### config.mk
export PLATFORM = sky130hd
export DESIGN_NAME = huffman_decoder_canon_flat
export DESIGN_NICKNAME = d
export VERILOG_FILES = /design/src/rtl/huffman_pkg.sv /design/src/rtl/huffman_if.sv /design/src/rtl/huffman_code_table.sv /design/src/rtl/huffman_decoder_canon.sv /design/src/flat_wrapper.sv
export SDC_FILE = /design/constraint.sdc
export NUM_CORES = 1
export LEC_CHECK = 0
export ABC_AREA = 1
export CAP_MARGIN = 5
export CORE_MARGIN = 1
export CORE_UTILIZATION = 58
export CTS_CLUSTER_DIAMETER = 40
export DETAILED_ROUTE_END_ITERATION = 16
export MAX_ROUTING_LAYER = met4
export PLACE_DENSITY = 0.79
export SYNTH_ARGS = -nofsm -noshare
export SYNTH_HDL_FRONTEND = slang
export SYNTH_SLANG_ARGS = --single-unit
### constraint.sdc
create_clock -name clk -period 9.41 [get_ports clk]
set_input_delay 1.4115 -clock clk [delete_from_list [all_inputs] [get_ports clk]]
set_output_delay 1.4115 -clock clk [all_outputs]
set_load 0.05 [all_outputs]
### src/rtl/huffman_pkg.sv
// Shared types and width helpers for the canonical Huffman decoder.
// Imported by the code table, the decoder top and the bench.
package huffman_pkg;

  typedef enum logic [1:0] {
    IDLE = 2'd0,
    ACC  = 2'd1,
    HOLD = 2'd2
  } huff_state_e;

  typedef struct packed {
    logic [15:0] symbol;
    logic [7:0]  len;
    logic        err;
  } huff_beat_t;

  function automatic int len_w(input int max_len);
    return $clog2(max_len + 1);
  endfunction

  function automatic int idx_w(input int num_sym);
    return $clog2(num_sym);
  endfunction

endpackage

### src/rtl/huffman_if.sv
// Bit-in / symbol-out valid-ready bundle of the Huffman decoder.
// master drives bits and consumes beats; slave is the decoder.
interface huffman_if #(
  parameter int SYM_W = 5,
  parameter int LEN_W = 4
);
  logic             bit_valid;
  logic             bit_in;
  logic             bit_ready;
  logic             sym_valid;
  logic             sym_ready;
  logic [SYM_W-1:0] symbol_out;
  logic [LEN_W-1:0] len_out;
  logic             err_out;

  modport master (
    output bit_valid, bit_in, sym_ready,
    input  bit_ready, sym_valid,
    input  symbol_out, len_out, err_out
  );

  modport slave (
    input  bit_valid, bit_in, sym_ready,
    output bit_ready, sym_valid,
    output symbol_out, len_out, err_out
  );
endinterface

### src/rtl/huffman_code_table.sv
// Run-time loadable canonical table: code counts per length
// and the symbol list in canonical order. Writes gated by wr_en.
module huffman_code_table
  import huffman_pkg::*;
#(
  parameter int SYM_W   = 5,
  parameter int NUM_SYM = 32,
  parameter int MAX_LEN = 8,
  localparam int LEN_W  = len_w(MAX_LEN),
  localparam int IDX_W  = idx_w(NUM_SYM)
) (
  input  logic             clk,
  input  logic             rst_n,
  input  logic             wr_en,
  input  logic             cnt_we,
  input  logic [LEN_W-1:0] cnt_len,
  input  logic [IDX_W:0]   cnt,
  input  logic             sym_we,
  input  logic [IDX_W-1:0] sym_idx,
  input  logic [SYM_W-1:0] sym,
  input  logic [LEN_W-1:0] rd_len,
  output logic [IDX_W:0]   rd_cnt,
  input  logic [IDX_W-1:0] rd_idx,
  output logic [SYM_W-1:0] rd_sym
);

  logic [IDX_W:0]   cnt_q [MAX_LEN+1];
  logic [SYM_W-1:0] sym_q [NUM_SYM];

  logic cnt_ok;
  logic sym_ok;

  assign cnt_ok = (cnt_len != '0) &&
                  (cnt_len <= LEN_W'(MAX_LEN));
  assign sym_ok = 32'(sym_idx) < NUM_SYM;

  // table storage, cleared by reset, written only when idle
  always_ff @(posedge clk or negedge rst_n) begin
    if (!rst_n) begin
      for (int i = 0; i <= MAX_LEN; i++) cnt_q[i] <= '0;
      for (int i = 0; i < NUM_SYM; i++) sym_q[i] <= '0;
    end else begin
      if (wr_en && cnt_we && cnt_ok) cnt_q[cnt_len] <= cnt;
      if (wr_en && sym_we && sym_ok) sym_q[sym_idx] <= sym;
    end
  end

  assign rd_cnt = (rd_len <= LEN_W'(MAX_LEN)) ?
                  cnt_q[rd_len] : '0;
  assign rd_sym = (32'(rd_idx) < NUM_SYM) ?
                  sym_q[rd_idx] : '0;

endmodule

### src/rtl/huffman_decoder_canon.sv
// Canonical-Huffman bit-serial decoder, loadable table.
// Optional statistics counters: define HUFF_DEC_STATS_EN.
module huffman_decoder_canon
  import huffman_pkg::*;
#(
  parameter int SYM_W   = 5,
  parameter int NUM_SYM = 32,
  parameter int MAX_LEN = 8,
  localparam int LEN_W  = len_w(MAX_LEN),
  localparam int IDX_W  = idx_w(NUM_SYM)
) (
  input  logic             clk,
  input  logic             rst_n,
  huffman_if.slave         bus,
  input  logic             cfg_cnt_we,
  input  logic [LEN_W-1:0] cfg_cnt_len,
  input  logic [IDX_W:0]   cfg_cnt,
  input  logic             cfg_sym_we,
  input  logic [IDX_W-1:0] cfg_sym_idx,
  input  logic [SYM_W-1:0] cfg_sym,
  output logic [31:0]      stat_sym_cnt,
  output logic [31:0]      stat_err_cnt
);

  localparam logic [1:0] S_IDLE = 2'(IDLE);
  localparam logic [1:0] S_ACC  = 2'(ACC);
  localparam logic [1:0] S_HOLD = 2'(HOLD);

  localparam int W  = MAX_LEN + 1;
  localparam int AW = MAX_LEN + IDX_W + 2;

  logic [1:0]       state;
  logic [W-1:0]     code;
  logic [W-1:0]     first;
  logic [IDX_W:0]   index;
  logic [LEN_W-1:0] len;

  logic [SYM_W-1:0] sym_q;
  logic [LEN_W-1:0] len_q;
  logic             err_q;

  logic [IDX_W:0]   n;
  logic [SYM_W-1:0] sym_rd;
  logic [W-1:0]     c;
  logic [AW-1:0]    c_w, f_w, n_w;
  logic [AW-1:0]    diff, sidx, fn;
  logic             hit, last, take, done;

  assign bus.bit_ready  = rst_n && (state != S_HOLD);
  assign bus.sym_valid  = (state == S_HOLD);
  assign bus.symbol_out = sym_q;
  assign bus.len_out    = len_q;
  assign bus.err_out    = err_q;

  assign take = bus.bit_valid && bus.bit_ready;
  assign done = (state == S_HOLD) && bus.sym_ready;

  assign c    = {code[W-2:0], bus.bit_in};
  assign c_w  = AW'(c);
  assign f_w  = AW'(first);
  assign n_w  = AW'(n);
  assign diff = c_w - f_w;
  assign sidx = AW'(index) + diff;
  assign fn   = (f_w + n_w) << 1;
  assign last = (len == LEN_W'(MAX_LEN));
  assign hit  = (c_w >= f_w) && (diff < n_w) &&
                (sidx < AW'(NUM_SYM));

  huffman_code_table #(
    .SYM_W  (SYM_W),
    .NUM_SYM(NUM_SYM),
    .MAX_LEN(MAX_LEN)
  ) u_table (
    .clk    (clk),
    .rst_n  (rst_n),
    .wr_en  (state == S_IDLE),
    .cnt_we (cfg_cnt_we),
    .cnt_len(cfg_cnt_len),
    .cnt    (cfg_cnt),
    .sym_we (cfg_sym_we),
    .sym_idx(cfg_sym_idx),
    .sym    (cfg_sym),
    .rd_len (len),
    .rd_cnt (n),
    .rd_idx (sidx[IDX_W-1:0]),
    .rd_sym (sym_rd)
  );

  // decode FSM: grow the code one bit at a time, hold the beat
  always_ff @(posedge clk or negedge rst_n) begin
    if (!rst_n) begin
      state <= S_IDLE;
      code  <= '0;
      first <= '0;
      index <= '0;
      len   <= LEN_W'(1);
      sym_q <= '0;
      len_q <= '0;
      err_q <= 1'b0;
    end else begin
      unique case (1'b1)
        done: begin
          state <= S_IDLE;
          code  <= '0;
          first <= '0;
          index <= '0;
          len   <= LEN_W'(1);
        end
        take && hit: begin
          state <= S_HOLD;
          sym_q <= sym_rd;
          len_q <= len;
          err_q <= 1'b0;
        end
        take && !hit && last: begin
          state <= S_HOLD;
          sym_q <= '0;
          len_q <= LEN_W'(MAX_LEN);
          err_q <= 1'b1;
        end
        take && !hit && !last: begin
          state <= S_ACC;
          index <= index + n;
          first <= fn[W-1:0];
          code  <= c;
          len   <= len + LEN_W'(1);
        end
        default: ;
      endcase
    end
  end

`ifdef HUFF_DEC_STATS_EN
  logic [31:0] sym_cnt_q;
  logic [31:0] err_cnt_q;

  // count completed beats by outcome
  always_ff @(posedge clk or negedge rst_n) begin
    if (!rst_n) begin
      sym_cnt_q <= '0;
      err_cnt_q <= '0;
    end else if (done) begin
      if (err_q) err_cnt_q <= err_cnt_q + 32'd1;
      else       sym_cnt_q <= sym_cnt_q + 32'd1;
    end
  end

  assign stat_sym_cnt = sym_cnt_q;
  assign stat_err_cnt = err_cnt_q;
`else
  assign stat_sym_cnt = 32'd0;
  assign stat_err_cnt = 32'd0;
`endif

endmodule

### src/flat_wrapper.sv
// flat-port wrapper written by rule: the top's interface ports become plain ports
module huffman_decoder_canon_flat import huffman_pkg::*;
#(
  parameter int SYM_W   = 5,
  parameter int NUM_SYM = 32,
  parameter int MAX_LEN = 8,
  localparam int LEN_W  = len_w(MAX_LEN),
  localparam int IDX_W  = idx_w(NUM_SYM)
)
  (clk, rst_n, cfg_cnt_we, cfg_cnt_len, cfg_cnt, cfg_sym_we, cfg_sym_idx, cfg_sym, stat_sym_cnt, stat_err_cnt, bus_bit_valid, bus_bit_in, bus_sym_ready, bus_bit_ready, bus_sym_valid, bus_symbol_out, bus_len_out, bus_err_out);
  huffman_if #(.SYM_W(SYM_W), .LEN_W((len_w(MAX_LEN)))) bus_i ();
  input  logic clk;
  input  logic rst_n;
  input  logic cfg_cnt_we;
  input  logic [LEN_W-1:0] cfg_cnt_len;
  input  logic [IDX_W:0] cfg_cnt;
  input  logic cfg_sym_we;
  input  logic [IDX_W-1:0] cfg_sym_idx;
  input  logic [SYM_W-1:0] cfg_sym;
  output logic [31:0] stat_sym_cnt;
  output logic [31:0] stat_err_cnt;
  input wire logic [$bits(bus_i.bit_valid)-1:0] bus_bit_valid;
  input wire logic [$bits(bus_i.bit_in)-1:0] bus_bit_in;
  input wire logic [$bits(bus_i.sym_ready)-1:0] bus_sym_ready;
  output wire logic [$bits(bus_i.bit_ready)-1:0] bus_bit_ready;
  output wire logic [$bits(bus_i.sym_valid)-1:0] bus_sym_valid;
  output wire logic [$bits(bus_i.symbol_out)-1:0] bus_symbol_out;
  output wire logic [$bits(bus_i.len_out)-1:0] bus_len_out;
  output wire logic [$bits(bus_i.err_out)-1:0] bus_err_out;
  assign bus_i.bit_valid = bus_bit_valid;
  assign bus_i.bit_in = bus_bit_in;
  assign bus_i.sym_ready = bus_sym_ready;
  assign bus_bit_ready = bus_i.bit_ready;
  assign bus_sym_valid = bus_i.sym_valid;
  assign bus_symbol_out = bus_i.symbol_out;
  assign bus_len_out = bus_i.len_out;
  assign bus_err_out = bus_i.err_out;
  huffman_decoder_canon #(.SYM_W(SYM_W), .NUM_SYM(NUM_SYM), .MAX_LEN(MAX_LEN)) u_core (.clk(clk), .rst_n(rst_n), .bus(bus_i), .cfg_cnt_we(cfg_cnt_we), .cfg_cnt_len(cfg_cnt_len), .cfg_cnt(cfg_cnt), .cfg_sym_we(cfg_sym_we), .cfg_sym_idx(cfg_sym_idx), .cfg_sym(cfg_sym), .stat_sym_cnt(stat_sym_cnt), .stat_err_cnt(stat_err_cnt));
endmodule
Word-level counts from Yosys, hierarchy flattened --
Index checks and enable logic that the tools add are counted.
Word-level totals: flip-flop bits (word level) 253, bits in latches 0, bits in writable memories 0, bits in read-only memories 0, input port bits 27, output and inout bits 76, word-level logic and storage cells 116, memories kept 0
Cells by class: $add $sub $neg 5, $mul 0, div/mod/pow operators 0, magnitude comparators 11, equal/unequal tests 3, shift-type cells 0, muxes and demuxes 21, bitwise logic cells 4, reductions and logical operators 23
Operators by type and width (count):
- 160-bit bitwise mux | 1
- 54-bit bitwise mux | 1
- 5-bit binary-select mux with 5-bit select | 1
- 5-bit demux with 5-bit select | 1
- 6-bit binary-select mux with 4-bit select | 1
- 6-bit demux with 4-bit select | 1
- 6-bit 2-to-1 mux | 4
- 9-bit case mux with 2 select lines | 1
- 4-bit case mux with 2 select lines | 2
- 8-bit case mux with 2 select lines | 1
- 6-bit by 15-bit adder with 15-bit output | 1
- 1-bit logical AND | 15
- 15-bit by 6-bit < comparator with 1-bit output | 1
- 15-bit by 6-bit < comparator with 1-bit output (second input constant) | 1
- 5-bit 2-to-1 mux | 3
- 6-bit >= comparator (second input constant) | 2
- 5-bit inverter with 6-bit output | 2
- 6-bit case mux with 2 select lines | 1
- 5-bit >= comparator (second input constant) | 2
- 4-bit inverter with 5-bit output | 2
- 5-bit case mux with 2 select lines | 1
- 9-bit by 9-bit subtractor with 10-bit output | 1
- 9-bit >= comparator | 1
- 8-bit by 6-bit adder with 8-bit output | 1
- 16 further kinds | 19

Longest topological paths before layout --
depth after elaboration 13, mapped depth 24

Modules after synthesis --
A second synthesis with hierarchy kept.
Second synthesis, totals: cell total of the unflattened synthesis 1678, area, all modules 13241.4 um^2
Modules (own cells, without submodules):
- huffman_code_table | instances 1, cells each 1228, area an instance 9836.9 um^2, seq. area each 5355.1 um^2
- huffman_decoder_canon | instances 1, cells each 450, area an instance 3404.5 um^2, seq. area each 952.2 um^2

Least setup slack after synthesis --
Ideal clock, no wire load.
path type input-to-output, from input rst_n, to output bus_bit_ready, arrival time 2118 ps, slack 5880 ps, stages on the path 2, cells stage by stage inv_1 nor2_1
On the way: word-level cells in the longest chain between the ends 1
RTL lines:
- from (decl) | line flat_wrapper.sv:13 | input logic rst_n;
- 1-bit logical AND | line huffman_decoder_canon.sv:49 | assign bus.bit_ready = rst_n && (state != S_HOLD);
- to (decl) | line flat_wrapper.sv:25 | output wire logic [$bits(bus_i.bit_ready)-1:0] bus_bit_ready;
Every way passes these cells.

Final worst setup path --
from input bus_bit_in, to register u_core.sym_q[3] (netlist: u_core.bus.symbol_out[3])
On the way: word-level cells in the longest chain between the ends 8, elaborated cells between the ends (all ways) 17
RTL lines:
- from (decl) | line flat_wrapper.sv:23 | input wire logic [$bits(bus_i.bit_in)-1:0] bus_bit_in;
- 9-bit by 9-bit subtractor with 10-bit output | line huffman_decoder_canon.sv:62 | assign diff = c_w - f_w;
- 6-bit by 15-bit adder with 15-bit output / 15-bit by 6-bit < comparator with 1-bit output (equally long branches) | line huffman_decoder_canon.sv:63, huffman_decoder_canon.sv:66
- 15-bit by 6-bit < comparator with 1-bit output / 1-bit logical AND (equally long branches) | line huffman_decoder_canon.sv:67, huffman_decoder_canon.sv:66
- 1-bit logical AND | line huffman_decoder_canon.sv:66 | assign hit = (c_w >= f_w) && (diff < n_w) &&
- 1-bit logical NOT | line huffman_decoder_canon.sv:115 | take && !hit && last: begin
- 1-bit logical AND (2 in a row) | line huffman_decoder_canon.sv:115
- 5-bit case mux with 2 select lines / 2-bit nonzero test (equally long branches)
- to (signal assigned) | line huffman_decoder_canon.sv:111 | sym_q <= sym_rd;
- to (decl) | line huffman_decoder_canon.sv:38 | logic [SYM_W-1:0] sym_q;
Parallel ways exist; a longest one is shown, timed or not. The select of a mux whose other input is x is not followed. A chain may end at the register's enable or synchronous reset.

==> flow_summary.yaml <==
timing:
  hold_ws_ns: 0.3786
  fmax_mhz: 216.8
  setup_violations: 0
  slew_viol_final: 0
  worst_pin_slew_ns: 1.219
  finClkSkew_ns: 0.02141
  fin_crit_ns: 4.612
  fin_tns_setup_ns: 0
  maxSlewHeadroom: 0.1860
  hold_violations: 0
  rsz0062_at_grt: "false"
  fin_crit_sh: 0.4901
synthesis:
  ys_async_sr_fraction: 1.000
  synth-seq-cells: 252
  synthAdderAreaFrac: 0.03801
  yosys_warnings: 0
  synth_edf_count: 0
  yosys.area_share.simple: 0.2133
  ys_top_cells_by_area: "dfrtp_1, o21ai_0, nand2_1, nor2_1, buf_4"
  syn_inst: 1570
  ys_types: 47
  synth.top_cell.area_share: 0.4843
  synth_largest_area_cell: "dfrtp_1"
  avgSynthCellArea_um2: 8.260
  synthMuxAreaShare: 0
  seq_area_frac_synth: 0.4863
  mappedNetlistArea_um2: 12970
  synth_xor_area_frac: 0.005403
  synth_compound_area_frac: 0.1687
  synth_ff_type: "dfrtp_1"
  synth_top_family_by_area: "simple AND/OR/NAND/NOR gates"
clock_tree:
  htreeDepth: 2
  clock_path_buffers: 3
  clock_latency_ns: 0.52
  clk_pin_slew_worst_paths_ns: 0.05
  cts_tree: "yes"
  hold_buffers: 0
  post_cts.repair.setup_buffers: 0
  numCtsBuffers: 37
  cts_root_buffer: "clkbuf_16"
  cts_resized: 0
  clock-sinks: 252
cells_and_area:
  drive_above_1_share: 0.09085
  nets: 1643
  num_antenna_cells: 0
  fin_area_um2: 14480
  syn_to_final_growth_pct: 11.63
  fin_util: 0.6613
floorplanning:
  die_y_um: 151.5
  core_um2: 21890
  initial_core_util: 0.5924
  die_area_um2: 22960
  io_pins: 103
  die_x_um: 151.5
  rows: 54
detailed_routing:
  dr.pass1.iters: 5
  vias: 10790
  drt-total-wl_um: 31950
  detail-route-antenna-nets: 0
  drt_iter0_drc: 987
  drcViolationCount: 0
  via_per_inst: 5.719
  wl_per_cell_um: 16.93
job:
  cap_violations: 0
worst_setup_path:
  worstPathCellList: "clkdlybuf4s50_1 > ha_2 > fa_1 > buf_4 > inv_1 > o21ai_0 > o22ai_1 > nor2_1 > o311ai_0 > nand2_1 > o21ai_1"
  cp_num_buf_inv: 3
  arrival_ns: 5.04
  path_max_fanout: 41
  start_kind: "primary input"
  max_stage_delay_ns: 0.91
  crit_family: "buffers and inverters"
  end_kind: "register"
  criticalPathCategory: "in -> reg"
  worstPathRequired_ns: 9.84
  cp_slowest_cell: "inv_1"
placement:
  dp_hpwl_um: 20340
  numPortBuffers: 38
  gp_congestion: 0.8831
  placedInstanceArea_um2: 13220
global_routing:
  grt_first_pass_wirelength_um: 52170
  grt_max_degree: 94
  grt_pass1_vias: 10440
  antenna_found_initial: 0
  grt_overflow: 0
  grtUsageTotal: 0.2995
power_and_ir_drop:
  power_density_nw_per_um2: 411.8
  vdd_drop_max_mv: 0.2555
  power_uw: 5962
  p_leak_uw: 0.006928
min_path:
  hp-class: "reg -> reg"
status:
  status: "finished, final reports clean"
==> layout make-up <==
type	instances	area, um^2
clock inverter	25	244.0
tap	280	350.3
timing repair buffer	49	467.9
clock buffer	42	1017
sequential	252	6307
inverter	87	329.1
multi-input combinational	1152	5761
fill	1776	7415
==> per-stage QoR <==
stage               std cells  worst slack (ns)
floorplan                1633             5.880
global placement         1820             4.475
detailed placement       1820             4.395
CTS                      1887             4.907
global route             1887             4.626
finish                   1887             4.799
==> final timing paths <==
check                                            endpoint                     start  slack [ns]  cells after the start
worst max-delay path             u_core.bus.symbol_out[3]                bus_bit_in        4.80                     11
worst min-delay path             u_core.u_table.cnt_q[50]  u_core.u_table.cnt_q[50]        0.38                      0
worst max register to register             u_core.code[1]             u_core.len[1]        5.19                     20
worst min register to register   u_core.u_table.cnt_q[50]  u_core.u_table.cnt_q[50]        0.38                      0
max in group asynchronous       u_core.u_table.sym_q[152]                     rst_n        6.97                      2
min in group asynchronous        u_core.u_table.cnt_q[24]                     rst_n        0.89                      1
==> kinds of logic after synthesis <==
group,Yosys count
other cells,1
compound gates,407
buf+inv,229
simple gates,636
flops,252
xor+xnor,8
fa+ha+maj,37
==> layout by cell type (no fill, tap or decap), types with 3 or more instances in the layout <==
cell type and instances:
inv_8 3, clkbuf_16 39, dfrtp_1 251, nand3_1 70, inv_1 84, nor2_1 161, xor2_1 7, clkdlybuf4s50_1 37
nor3_2 4, inv_6 5, o211ai_1 14, buf_4 11, o311ai_1 6, a21oi_1 15, clkinv_2 6, nand2_2 33
o21ai_0 314, nor2_2 3, fa_1 4, o21ai_1 9, ha_1 32, or2_2 6, nand4_1 13, nand3_2 8
clkinv_4 7, conb_1 64, clkbuf_8 3, nor3_1 9, o221ai_1 6, o22ai_1 33, o311ai_0 4, nand2_1 321
==> metal layers <==
metal | global-route usage | wire [um] | share of wire
met1 | 0.3846 | 13470 | 0.42
met3 | 0.04311 | 1976 | 0.062
met2 | 0.4742 | 15280 | 0.48
met4 | 0.1342 | 1219 | 0.038
met5 | - | 0 | 0
==> registers in the layout, indices dropped and copies added (netlist names), 2 cells and up <==
signal	flops
u_core.code	8
u_core.state	2
u_core.first	8
u_core.index	6
u_core.len	4
u_core.u_table.cnt_q	54
u_core.bus.symbol_out	5
u_core.u_table.sym_q	160
u_core.bus.len_out	4
==> report_power, final <==
part | internal [uW] | leakage (uW) | switching, uW
Combinational | 1030 | 0.00295 | 1960
Sequential | 1350 | 0.00335 | 235
Clock | 850 | 0.000624 | 532
Total | 3240 | 0.00693 | 2720
==> Yosys cell counts (all sizes together), types with 16 or more instances <==
library cell,count
inv,87
buf,77
nand3,79
dfrtp,251
nor2,165
ha,33
o21ai,324
o22ai,33
a21oi,16
nand2,356
clkbuf,65
==> worst reg2reg max path, stage by stage (launching register included) <==
cell and delay [ns]:
dfrtp_1 0.60, inv_1 0.52, ha_1 0.25, and3_4 0.21, nor2_2 0.04, nor2_2 0.10
inv_1 0.09, o21ai_0 0.64, inv_1 0.11, ha_1 0.33, nand2_1 0.05, inv_1 0.04
nand2_1 0.05, nand2_1 0.05, nand2_1 0.05, nand2_1 0.09, nand2_2 0.10, nand2_4 0.29
nand2_8 0.24, nand3_1 0.14, nand2_1 0.09
Note: power is estimated with default switching activity, not from simulation.
